### src/rtl/voice_mixer_pwm.sv
// Eight-voice mixer with per-voice linear attack/release envelopes feeding
// a single first-order PWM DAC on the speaker pin.
module voice_mixer_pwm #(
   parameter int unsigned NUM_VOICES      = 8,
   parameter int unsigned ENV_BITS        = 4,
   parameter int unsigned ENV_STEP_CYCLES = 25000,
   parameter int unsigned PWM_BITS        = 8
) (
   input  logic                                     clk,
   input  logic                                     rst,
   input  logic [NUM_VOICES-1:0]                    voice_en,
   input  logic [NUM_VOICES-1:0]                    voice_sq,
   input  logic                                     master_mute,
   output logic                                     pwm_out,
   output logic [ENV_BITS+$clog2(NUM_VOICES)-1:0]   level,
   output logic                                     sample_strobe,
   output logic [$clog2(NUM_VOICES):0]              active_count
);

   localparam int unsigned CNT_BITS = $clog2(NUM_VOICES);
   localparam int unsigned LVL_BITS = ENV_BITS + CNT_BITS;
   localparam int unsigned ACT_BITS = CNT_BITS + 1;
   localparam int unsigned PRE_BITS = (ENV_STEP_CYCLES > 1) ? $clog2(ENV_STEP_CYCLES) : 1;

   logic [PRE_BITS-1:0] prescaler;
   logic                env_tick;
   logic [ENV_BITS-1:0] env [NUM_VOICES];
   logic [PWM_BITS-1:0] pwm_cnt;
   logic                period_end;
   logic [LVL_BITS-1:0] mix_sum;
   logic [ACT_BITS-1:0] nz_count;

   assign env_tick   = (prescaler == PRE_BITS'(ENV_STEP_CYCLES - 1));
   assign period_end = (pwm_cnt == '1);

   always_ff @(posedge clk) begin
      if (rst) begin
         prescaler <= '0;
      end else if (env_tick) begin
         prescaler <= '0;
      end else begin
         prescaler <= prescaler + PRE_BITS'(1);
      end
   end

   // Envelopes move one step per tick toward max (key held) or zero (released).
   always_ff @(posedge clk) begin
      for (int unsigned i = 0; i < NUM_VOICES; i++) begin
         if (rst) begin
            env[i] <= '0;
         end else if (env_tick) begin
            if (voice_en[i] && (env[i] != '1)) begin
               env[i] <= env[i] + ENV_BITS'(1);
            end else if (!voice_en[i] && (env[i] != '0)) begin
               env[i] <= env[i] - ENV_BITS'(1);
            end
         end
      end
   end

   always_comb begin
      mix_sum  = '0;
      nz_count = '0;
      for (int unsigned i = 0; i < NUM_VOICES; i++) begin
         if (voice_sq[i]) begin
            mix_sum = mix_sum + LVL_BITS'(env[i]);
         end
         if (env[i] != '0) begin
            nz_count = nz_count + ACT_BITS'(1);
         end
      end
   end

   always_ff @(posedge clk) begin
      if (rst) begin
         active_count <= '0;
      end else begin
         active_count <= nz_count;
      end
   end

   always_ff @(posedge clk) begin
      if (rst) begin
         pwm_cnt <= '0;
      end else begin
         pwm_cnt <= pwm_cnt + PWM_BITS'(1);
      end
   end

   // Level is captured on the last count of a period so a whole period uses one duty.
   always_ff @(posedge clk) begin
      if (rst) begin
         level         <= '0;
         sample_strobe <= 1'b0;
      end else begin
         sample_strobe <= period_end;
         if (period_end) begin
            level <= mix_sum;
         end
      end
   end

   always_ff @(posedge clk) begin
      if (rst) begin
         pwm_out <= 1'b0;
      end else begin
         pwm_out <= (pwm_cnt < PWM_BITS'(level)) && !master_mute;
      end
   end

endmodule
### config.mk
export PLATFORM = sky130hd
export DESIGN_NAME = voice_mixer_pwm
export DESIGN_NICKNAME = d
export VERILOG_FILES = /design/src/rtl/voice_mixer_pwm.sv
export SDC_FILE = /design/constraint.sdc
export NUM_CORES = 1
export LEC_CHECK = 0
export CAP_MARGIN = 5
export CORE_ASPECT_RATIO = 1.75
export CORE_MARGIN = 2
export CORE_UTILIZATION = 56
export CTS_CLUSTER_SIZE = 40
export DETAILED_ROUTE_END_ITERATION = 16
export PLACE_DENSITY = 0.78
export SETUP_SLACK_MARGIN = 0.3
export SYNTH_ARGS = -nofsm -noshare
export SYNTH_HDL_FRONTEND = slang
export SYNTH_SLANG_ARGS = --single-unit
### constraint.sdc
create_clock -name clk -period 7.6 [get_ports clk]
set_input_delay 1.14 -clock clk [delete_from_list [all_inputs] [get_ports clk]]
set_output_delay 1.14 -clock clk [all_outputs]
set_load 0.02 [all_outputs]
==> metrics.txt, run 1 <==
clk buf depth 2; Crit Path Class in2reg; Seq cells post-synth 68; placed cell areas 6690 µm²; synth warn 0; drt initial violations 300; pre-CTS setup slack -0.456 ns; Net Count, Synth roughly 770; Worst setup SP type input port; Chip Width about 82 µm; number of synthesized flops with an enable pin 32; most common library cells after synthesis 60 x ha_1, 59 x nor2_1, 56 x nand2_1; total die area 11,700 µm²; Mean Syn Cell Area 8.79 µm²; Final Instance Area 7230 µm²; Slew Limit Fails 0; Critical Path RT 7.81 ns; RSZ-0062 raised after global routing true; num ports 32; Worst-Margin Slew 1.02 ns; drt pass-1 iters 5; max_slew headroom 29.9%; Tot Pwr roughly 1.5 mW; cells after synthesis 686; Netlist cell types 68; Final Setup Violations 0; pin count of the biggest net entering global routing 33; Mapped Area 6030 µm²; count of clock tree sinks 68; clk slew on worst S/H paths 0.05 ns; Die H about 140 µm; Final GP Congestion 0.814; vias per cell 6.22; Fmax between 100 and 150 MHz; H-tree level count 3; CTS root buf clkbuf_16; Async SR Flop Fraction 0%; final hold vios 0; top post-synthesis cells by area edfxtp_1 16%, ha_1 12%, dfxtp_1 12%; Final #Nets 837; global-route wire length before repair 25,100 µm; drt total wl 15,100 µm; share of layout cells above drive strength 1 16.2%; FP Rows 50; PwrDens around 200 nW/µm²; Crit. End Element flip-flop; initial antenna violation count 0; Core Area 10,600 µm²; worst hold path class reg2reg; Tmin final between 7 and 8 ns; antenna viol nets, final 0; Setup WS post-layout 0.435 ns; Tot GR Track Use 27.4%; most frequent cell after synthesis ha_1; clock skew roughly 0.0068 ns; vias in the first global route 5,531; Port-buffer cells 31; area delta synth->final 19.8%; Synth Flop Type dfxtp_1; Seq/Total Area, Yosys 27.9%; worst hold margin 0.473 ns; CP Data Arrival Time 7.38 ns; setup TNS 0 ns; Initial Util 57.1%; dominant cell type by area after synthesis edfxtp_1; top cell type's share of synthesized area 15.9%; max_cap viols 0; outcome complete, no violations; leakage power 2.87 nW; DR DRC count 0; Clock Latency Late Sink 0.34 ns; CTS buffer count 9; Worst Path Max Fanout 3; dpl hpwl 11,000 µm; GRT overflow 0; Final period util 94.3%; routed len/inst 17.1 µm; maximum VDD drop 0.193 mV; CTS tree yes; routed via count 5,505; ant diodes 0
-- critical path, stage by stage --
cell,delay (ns)
clkbuf_2,0.10
and2_4,0.14
ha_4,0.15
inv_1,0.06
fa_1,0.43
mux2i_2,0.25
inv_1,0.12
fa_2,0.55
nand2_1,0.06
o21a_1,0.16
fa_2,0.46
mux2_4,0.29
fa_2,0.44
mux2_4,0.30
fa_1,0.53
mux2i_2,0.08
buf_4,0.16
buf_4,0.14
fa_2,0.55
mux2i_4,0.08
buf_4,0.16
fa_2,0.35
a21o_1,0.19
a21oi_2,0.14
nor2b_2,0.07
xor2_1,0.14
nand2_1,0.08
a21oi_2,0.05
-- sequential cells by signal (all words and copies together) (netlist names) --
signal and cells:
active_count 4, env 32, level 7, prescaler 15, pwm_cnt 8, pwm_out 1, sample_strobe 1
-- final timing paths --
kind,startpoint,endpoint,slack (ns),depth (start not counted)
setup / recovery,voice_sq[0],level[4],0.43,28
hold / removal,pwm_cnt[0],pwm_cnt[0],0.47,1
hold reg to reg,pwm_cnt[0],pwm_cnt[0],0.47,1
setup reg to reg,env[0][0],level[4],0.77,27
-- layer usage --
| metal | track usage [%] | up-vias | wire length (µm) |
|---|---|---|---|
| li1 | - | 2656 | - |
| met3 | 4.45 | 38 | 494 |
| met2 | 50.7 | 139 | 8550 |
| met5 | 0 | - | 0 |
| met4 | 13.2 | 0 | 536 |
| met1 | 28.7 | 2672 | 5520 |
-- power breakdown --
part / leakage, nW / internal, mW / switching, mW / total (mW)
registers: 0.622 / 0.403 / 0.0221 / 0.425
clock network: 0.153 / 0.269 / 0.157 / 0.426
logic: 2.09 / 0.324 / 0.301 / 0.625
-- logic make-up after synthesis --
kind of cell,count (synthesis),share of synthesized area (%)
AO/OA/AOI/OAI,176,20.4
XOR/XNOR,50,7.98
adder cells (fa/ha/maj),68,15.1
buffers and inverters,56,3.57
flip-flops,68,27.9
multiplexers,26,4.94
AND/OR/NAND/NOR,242,20.1
-- what timing repair did --
item | in CTS | in global routing
hold buffers | 0 | 0
setup buffers | 4 | 2
endpoints found under the setup margin | 6 | 4
gates resized for setup | 27 | 10
pin swaps | 11 | 14
-- stage by stage --
step	instances	util (%)
floorplan	686	-
global placement	863	63.3
detailed placement	863	63.3
CTS	883	67.8
global route	885	68.4
finish	885	68.4
-- layout make-up --
cell class	count	area (µm²)
repair buffers	72	613
clock buffers	14	297
multi-input cells	562	4330
flip-flops and latches	68	1680
inverters	37	139
well taps	130	163
fillers	844	3340
clock inverters	2	11.3
-- cells in the final DEF, fill, tap and decap left out, types with 10 or more instances in the layout --
cell and count:
nor2_1 59, o21ai_0 25, a21oi_1 36, and3_1 12
clkbuf_16 11, a221oi_1 14, inv_1 37, nor3_1 19
a21o_1 14, nand2_1 56, buf_4 41, dfxtp_1 36
nand3_1 33, ha_1 52, xnor2_1 21, xor2_1 24
a211oi_1 11, mux2_2 16, nor2b_1 11, edfxtp_1 32
o21a_1 10, clkdlybuf4s50_1 30
Note: power is estimated with default switching activity, not from simulation.
==> inputs of run 2 (changes only) <==
--- a/config.mk
+++ b/config.mk
@@ -7,11 +7,11 @@
 export LEC_CHECK = 0
 export CAP_MARGIN = 5
 export CORE_ASPECT_RATIO = 1.75
-export CORE_MARGIN = 2
-export CORE_UTILIZATION = 56
+export CORE_MARGIN = 1.5
+export CORE_UTILIZATION = 49
 export CTS_CLUSTER_SIZE = 40
 export DETAILED_ROUTE_END_ITERATION = 16
-export PLACE_DENSITY = 0.78
+export PLACE_DENSITY = 0.7
 export SETUP_SLACK_MARGIN = 0.3
 export SYNTH_ARGS = -nofsm -noshare
 export SYNTH_HDL_FRONTEND = slang
==> metrics.txt, run 2 (same netlist as run 1, synthesis figures left out) <==
outcome complete, no violations; reg2reg path depth 26; Tot GR Track Use about a quarter; clock power share between 20% and 30%; PwrDens roughly 200 nW/µm²; Die H 150 µm; Final Setup Violations 0; CP max stage delay 0.58 ns; GRT overflow 0; worst hold margin 0.455 ns; Initial Util between 50 and 60%; DR DRC count 0; most frequent cells in the layout 59 x nor2_1, 56 x nand2_1, 54 x ha_1, 39 x buf_4, 38 x a21oi_1; Final period util around 93%; global-route wire length before repair 24,200 µm; routed len/inst about 16 µm; routed via count 5,481; num ports 32; drt initial violations 237; Fmax 142 MHz; clock skew 0.00433 ns; worst setup path start voice_sq[1]; Worst setup SP type input port; clk buf depth 2; Worst Path Max Fanout 4; Slowest-stage cell, CP clkdlybuf4s50_1; FP Rows 53; total die area approximately 13,000 µm²; ant diodes 0; Final #Nets 835; Tmin final slightly above 7 ns; max_cap viols 0; maximum VDD drop 0.187 mV; area delta synth->final 19.3%; placed cell areas 6750 µm²; Final GP Congestion 0.821; Largest regs env (32), prescaler (15), pwm_cnt (8); Critical Path RT just under 8 ns; Final Instance Area 7200 µm²; Core Area between 10,000 and 15,000 µm²; antenna viol nets, final 0; vias in the first global route roughly 5,400; reg2reg start env[0][0]; share of layout cells above drive strength 1 between 10% and 20%; CP bufs+invs 4; Hold Buf Count CTS 0; CTS tree yes; Switch Pwr approximately 0.47 mW; hold path depth 1; initial antenna violation count 0; Int Power just under 1 mW; pin count of the biggest net entering global routing 33; leakage power 2.85 nW; worst hold path class reg2reg; final hold vios 0; CTS root buf clkbuf_16; CTS buffer count 9; clk slew on worst S/H paths 0.06 ns; H-tree level count 3; Stages on worst setup path 24; CP Cell Sequence clkdlybuf4s50_1, mux2_2, ha_1, inv_1, fa_1, nand2_1, o21a_1, fa_1, mux2_4, fa_1, mux2_4, fa_1, mux2i_2, buf_4, fa_1, mux2i_1, buf_4, fa_2, a21o_1, a21oi_4, nor2b_4, a21boi_0, nand3_1, nand4_1; RSZ-0062 raised after global routing true; switch share 32.6%; drt pass-1 iters 5; count of clock tree sinks 68; Largest Register env; CP Data Arrival Time about 7.3 ns; Clock Latency Late Sink 0.33 ns; Crit path max-delay family adder cells; Chip Width 86.9 µm; Port-buffer cells 31; max reg flops 32; vias per cell 5.97; most common cell after layout, fill and taps aside nor2_1; max_slew headroom around two fifths; Crit. End Element flip-flop; dpl hpwl 11,200 µm; CP most frequent cell fa_1; Worst-Margin Slew 0.875 ns; Crit Path Class in2reg; hold path startpoint pwm_cnt[0]; Slew Limit Fails 0; FILL cells 1,030; power share of the sequential group 29.4%; Comb pwr share 42.7%; drt total wl roughly 15,000 µm
==> run 2: through the flow <==
step	total power, mW	TNS, ns	instances	utilization [%]	setup WS [ns]
after detailed placement	0.973	-2.08	900	56.2	-0.491
after global placement	0.951	-0.982	900	56.2	-0.281
after global routing	1.53	0	918	60.0	0.231
final	1.45	0	918	60.0	0.552
after floorplan	0.810	0	686	-	0.476
after CTS	1.41	0	916	59.2	0.312
==> run 2: what timing repair did <==
action | in CTS | in global routing
endpoints found under the setup margin | 6 | 4
pin swaps | 1 | 18
gates resized for setup | 16 | 15
setup buffers | 0 | 2
==> run 2: per-layer routing <==
metal / share of wire, % / up-vias / GRT usage [%] / wire [µm]
met5: 0 / - / 0 / 0
met4: 3.7 / 0 / 12.0 / 554
met3: 3.2 / 39 / 3.03 / 479
met2: 55 / 138 / 45.0 / 8240
met1: 38 / 2656 / 23.4 / 5590
li1: - / 2648 / - / -
==> run 2: layout make-up <==
cell class              instances  area [µm²]  share of cell area (%)
repair buffers                 70         604                    8.39
clock buffers                  15         279                    3.88
multi-input cells             562        4280                    59.5
clock inverters                 1        5.00                  0.0695
inverters                      37         139                    1.93
flip-flops and latches         68        1680                    23.4
well taps                     165         206                    2.87
==> run 2: worst paths after layout <==
| kind | endpoint | slack, ns |
|---|---|---|
| min reg2reg | pwm_cnt[0] | 0.46 |
| max | level[6] | 0.55 |
| max reg2reg | level[6] | 0.93 |
| min | pwm_cnt[0] | 0.46 |
==> run 2: power groups by stage <==
| stage | Combinational (mW) | Clock, mW | Sequential, mW |
|---|---|---|---|
| after floorplan | 0.376 | 0 | 0.434 |
| after global placement | 0.519 | 0 | 0.431 |
| after CTS | 0.575 | 0.409 | 0.424 |
| final | 0.618 | 0.405 | 0.425 |
| after detailed placement | 0.541 | 0 | 0.432 |
| after global routing | 0.674 | 0.424 | 0.428 |
==> inputs of run 3 (changes only) <==
--- a/config.mk
+++ b/config.mk
@@ -11,7 +11,8 @@
 export CORE_UTILIZATION = 49
 export CTS_CLUSTER_SIZE = 40
 export DETAILED_ROUTE_END_ITERATION = 16
-export PLACE_DENSITY = 0.7
+export DONT_BUFFER_PORTS = 1
+export PLACE_DENSITY = 0.66
 export SETUP_SLACK_MARGIN = 0.3
 export SYNTH_ARGS = -nofsm -noshare
 export SYNTH_HDL_FRONTEND = slang
==> metrics.txt, run 3 (same netlist as run 1, synthesis figures left out) <==
drt total wl 13,900 µm; Final #Nets 771; share of layout cells above drive strength 1 between 10 and 15%; clk slew on worst S/H paths 0.06 ns; FP Rows 53; routed via count 5,117; Hold Buf Count CTS 0; area delta synth->final 10.5%; drt initial violations 172; worst hold path class reg2reg; ant diodes 0; Final period util between 90% and 100%; total die area ~13,000 µm²; CP max stage delay 0.56 ns; routed len/inst 16.3 µm; leakage power 2.58 nW; hold path startpoint pwm_cnt[0]; vias in the first global route 5,122; Die H 150 µm; maximum VDD drop 0.136 mV; Chip Width 86.9 µm; Tmin final 7.00 ns; vias per cell approximately 6; Largest Register env; CP most frequent cell ha_1; Core Area 12,000 µm²; Critical Path RT slightly below 8 ns; count of clock tree sinks 68; CP Data Arrival Time 7.28 ns; RSZ-0062 raised after global routing false; max reg flops 32; Initial Util 50.3%; PwrDens 204 nW/µm²; initial antenna violation count 0; Worst Path Max Fanout 4; H-tree level count 3; setup TNS 0 ns; Tot GR Track Use 22.3%; CTS root buf clkbuf_16; Fmax 143 MHz; worst setup path start voice_sq[0]; Clock Latency Late Sink about 0.34 ns; DR DRC count 0; dpl hpwl 10,600 µm; Port-buffer cells 0; pin count of the biggest net entering global routing 33; drt pass-1 iters 5; Crit Path Class in2reg; Largest regs env (32), prescaler (15), pwm_cnt (8); clock skew roughly 0.008 ns; Worst setup SP type input port; reg2reg start env[0][0]; GRT overflow 0; max_cap viols 0; num ports 32; max_slew headroom between 50 and 60%; CTS buffer count 9; final hold vios 0; Tot Pwr 1.36 mW; CTS tree yes; Crit. End Element flip-flop; Slew Limit Fails 0; Slowest-stage cell, CP fa_2; Final Setup Violations 0; clk buf depth 2; Worst-Margin Slew between 0.6 and 0.7 ns; most common cell after layout, fill and taps aside nor2_1; antenna viol nets, final 0; Final GP Congestion 0.826; most frequent cells in the layout 58 x nor2_1, 56 x nand2_1, 55 x ha_1, 37 x inv_1, 36 x dfxtp_1; global-route wire length before repair 23,100 µm; outcome complete, no violations
run 3: changes by cell type in the layout (fill, tap and decap cells not counted), sizes merged:
| cell | previous run | this run |
|---|---|---|
| clkinv | 1 | 2 |
| clkdlybuf4s50 | 30 | 0 |
| inv | 37 | 40 |
| clkbuf | 15 | 11 |
| buf | 40 | 6 |
run 3: final timing paths:
path                            cells past startpoint  slack (ns)    endpoint
worst min register to register                      1        0.46  pwm_cnt[0]
worst max-delay path                               26        0.60    level[3]
worst min-delay path                                1        0.46  pwm_cnt[0]
worst max register to register                     26        0.88    level[3]
run 3: report_power, final:
part	internal (mW)	switching, mW
clock network	0.254	0.176
logic	0.248	0.248
registers	0.403	0.0330
run 3: what timing repair did:
item,CTS,global route
gates resized for setup,2,30
setup endpoints to repair,4,4
pin swaps,0,3
buffers inserted,0,2
run 3: final cells by class:
cell class	count	area, µm²
fill	1068	5340
multi-input combinational	562	4290
sequential	68	1680
clock buffer	11	264
tap	165	206
inverter	37	139
timing repair buffer	6	45.0
clock inverter	5	40.0
run 3: worst max-delay path, delay by kind of cell:
kind	cells	cell delay, ns
AOI/OAI and AO/OA	4	0.76
xor gates and xnor gates	4	0.51
adders and majority gates	8	3.05
buffers and inverters	3	0.29
muxes	5	1.34
and+or+nand+nor	2	0.19
run 3: metrics by stage:
stage	util [%]	cells	setup slack, ns	instance area, µm²	hold WS (ns)
3_5_place_dp	51.6	836	-0.0753	6190	0.451
6_report	55.5	854	0.596	6670	0.463
4_1_cts	54.2	852	0.326	6500	0.466
2_1_floorplan	-	686	0.476	6030	0.418
3_3_place_gp	51.6	836	0.109	6190	0.442
5_1_grt	55.5	854	0.304	6670	0.505
run 3: routing by layer:
metal	share of wire [%]	vias up	routed length [µm]	track usage [%]
met5	0	-	0	0
met4	3.4	0	478	11.9
met3	4.5	30	623	4.52
met2	55	112	7690	42.0
met1	37	2455	5130	22.4
li1	-	2520	-	-
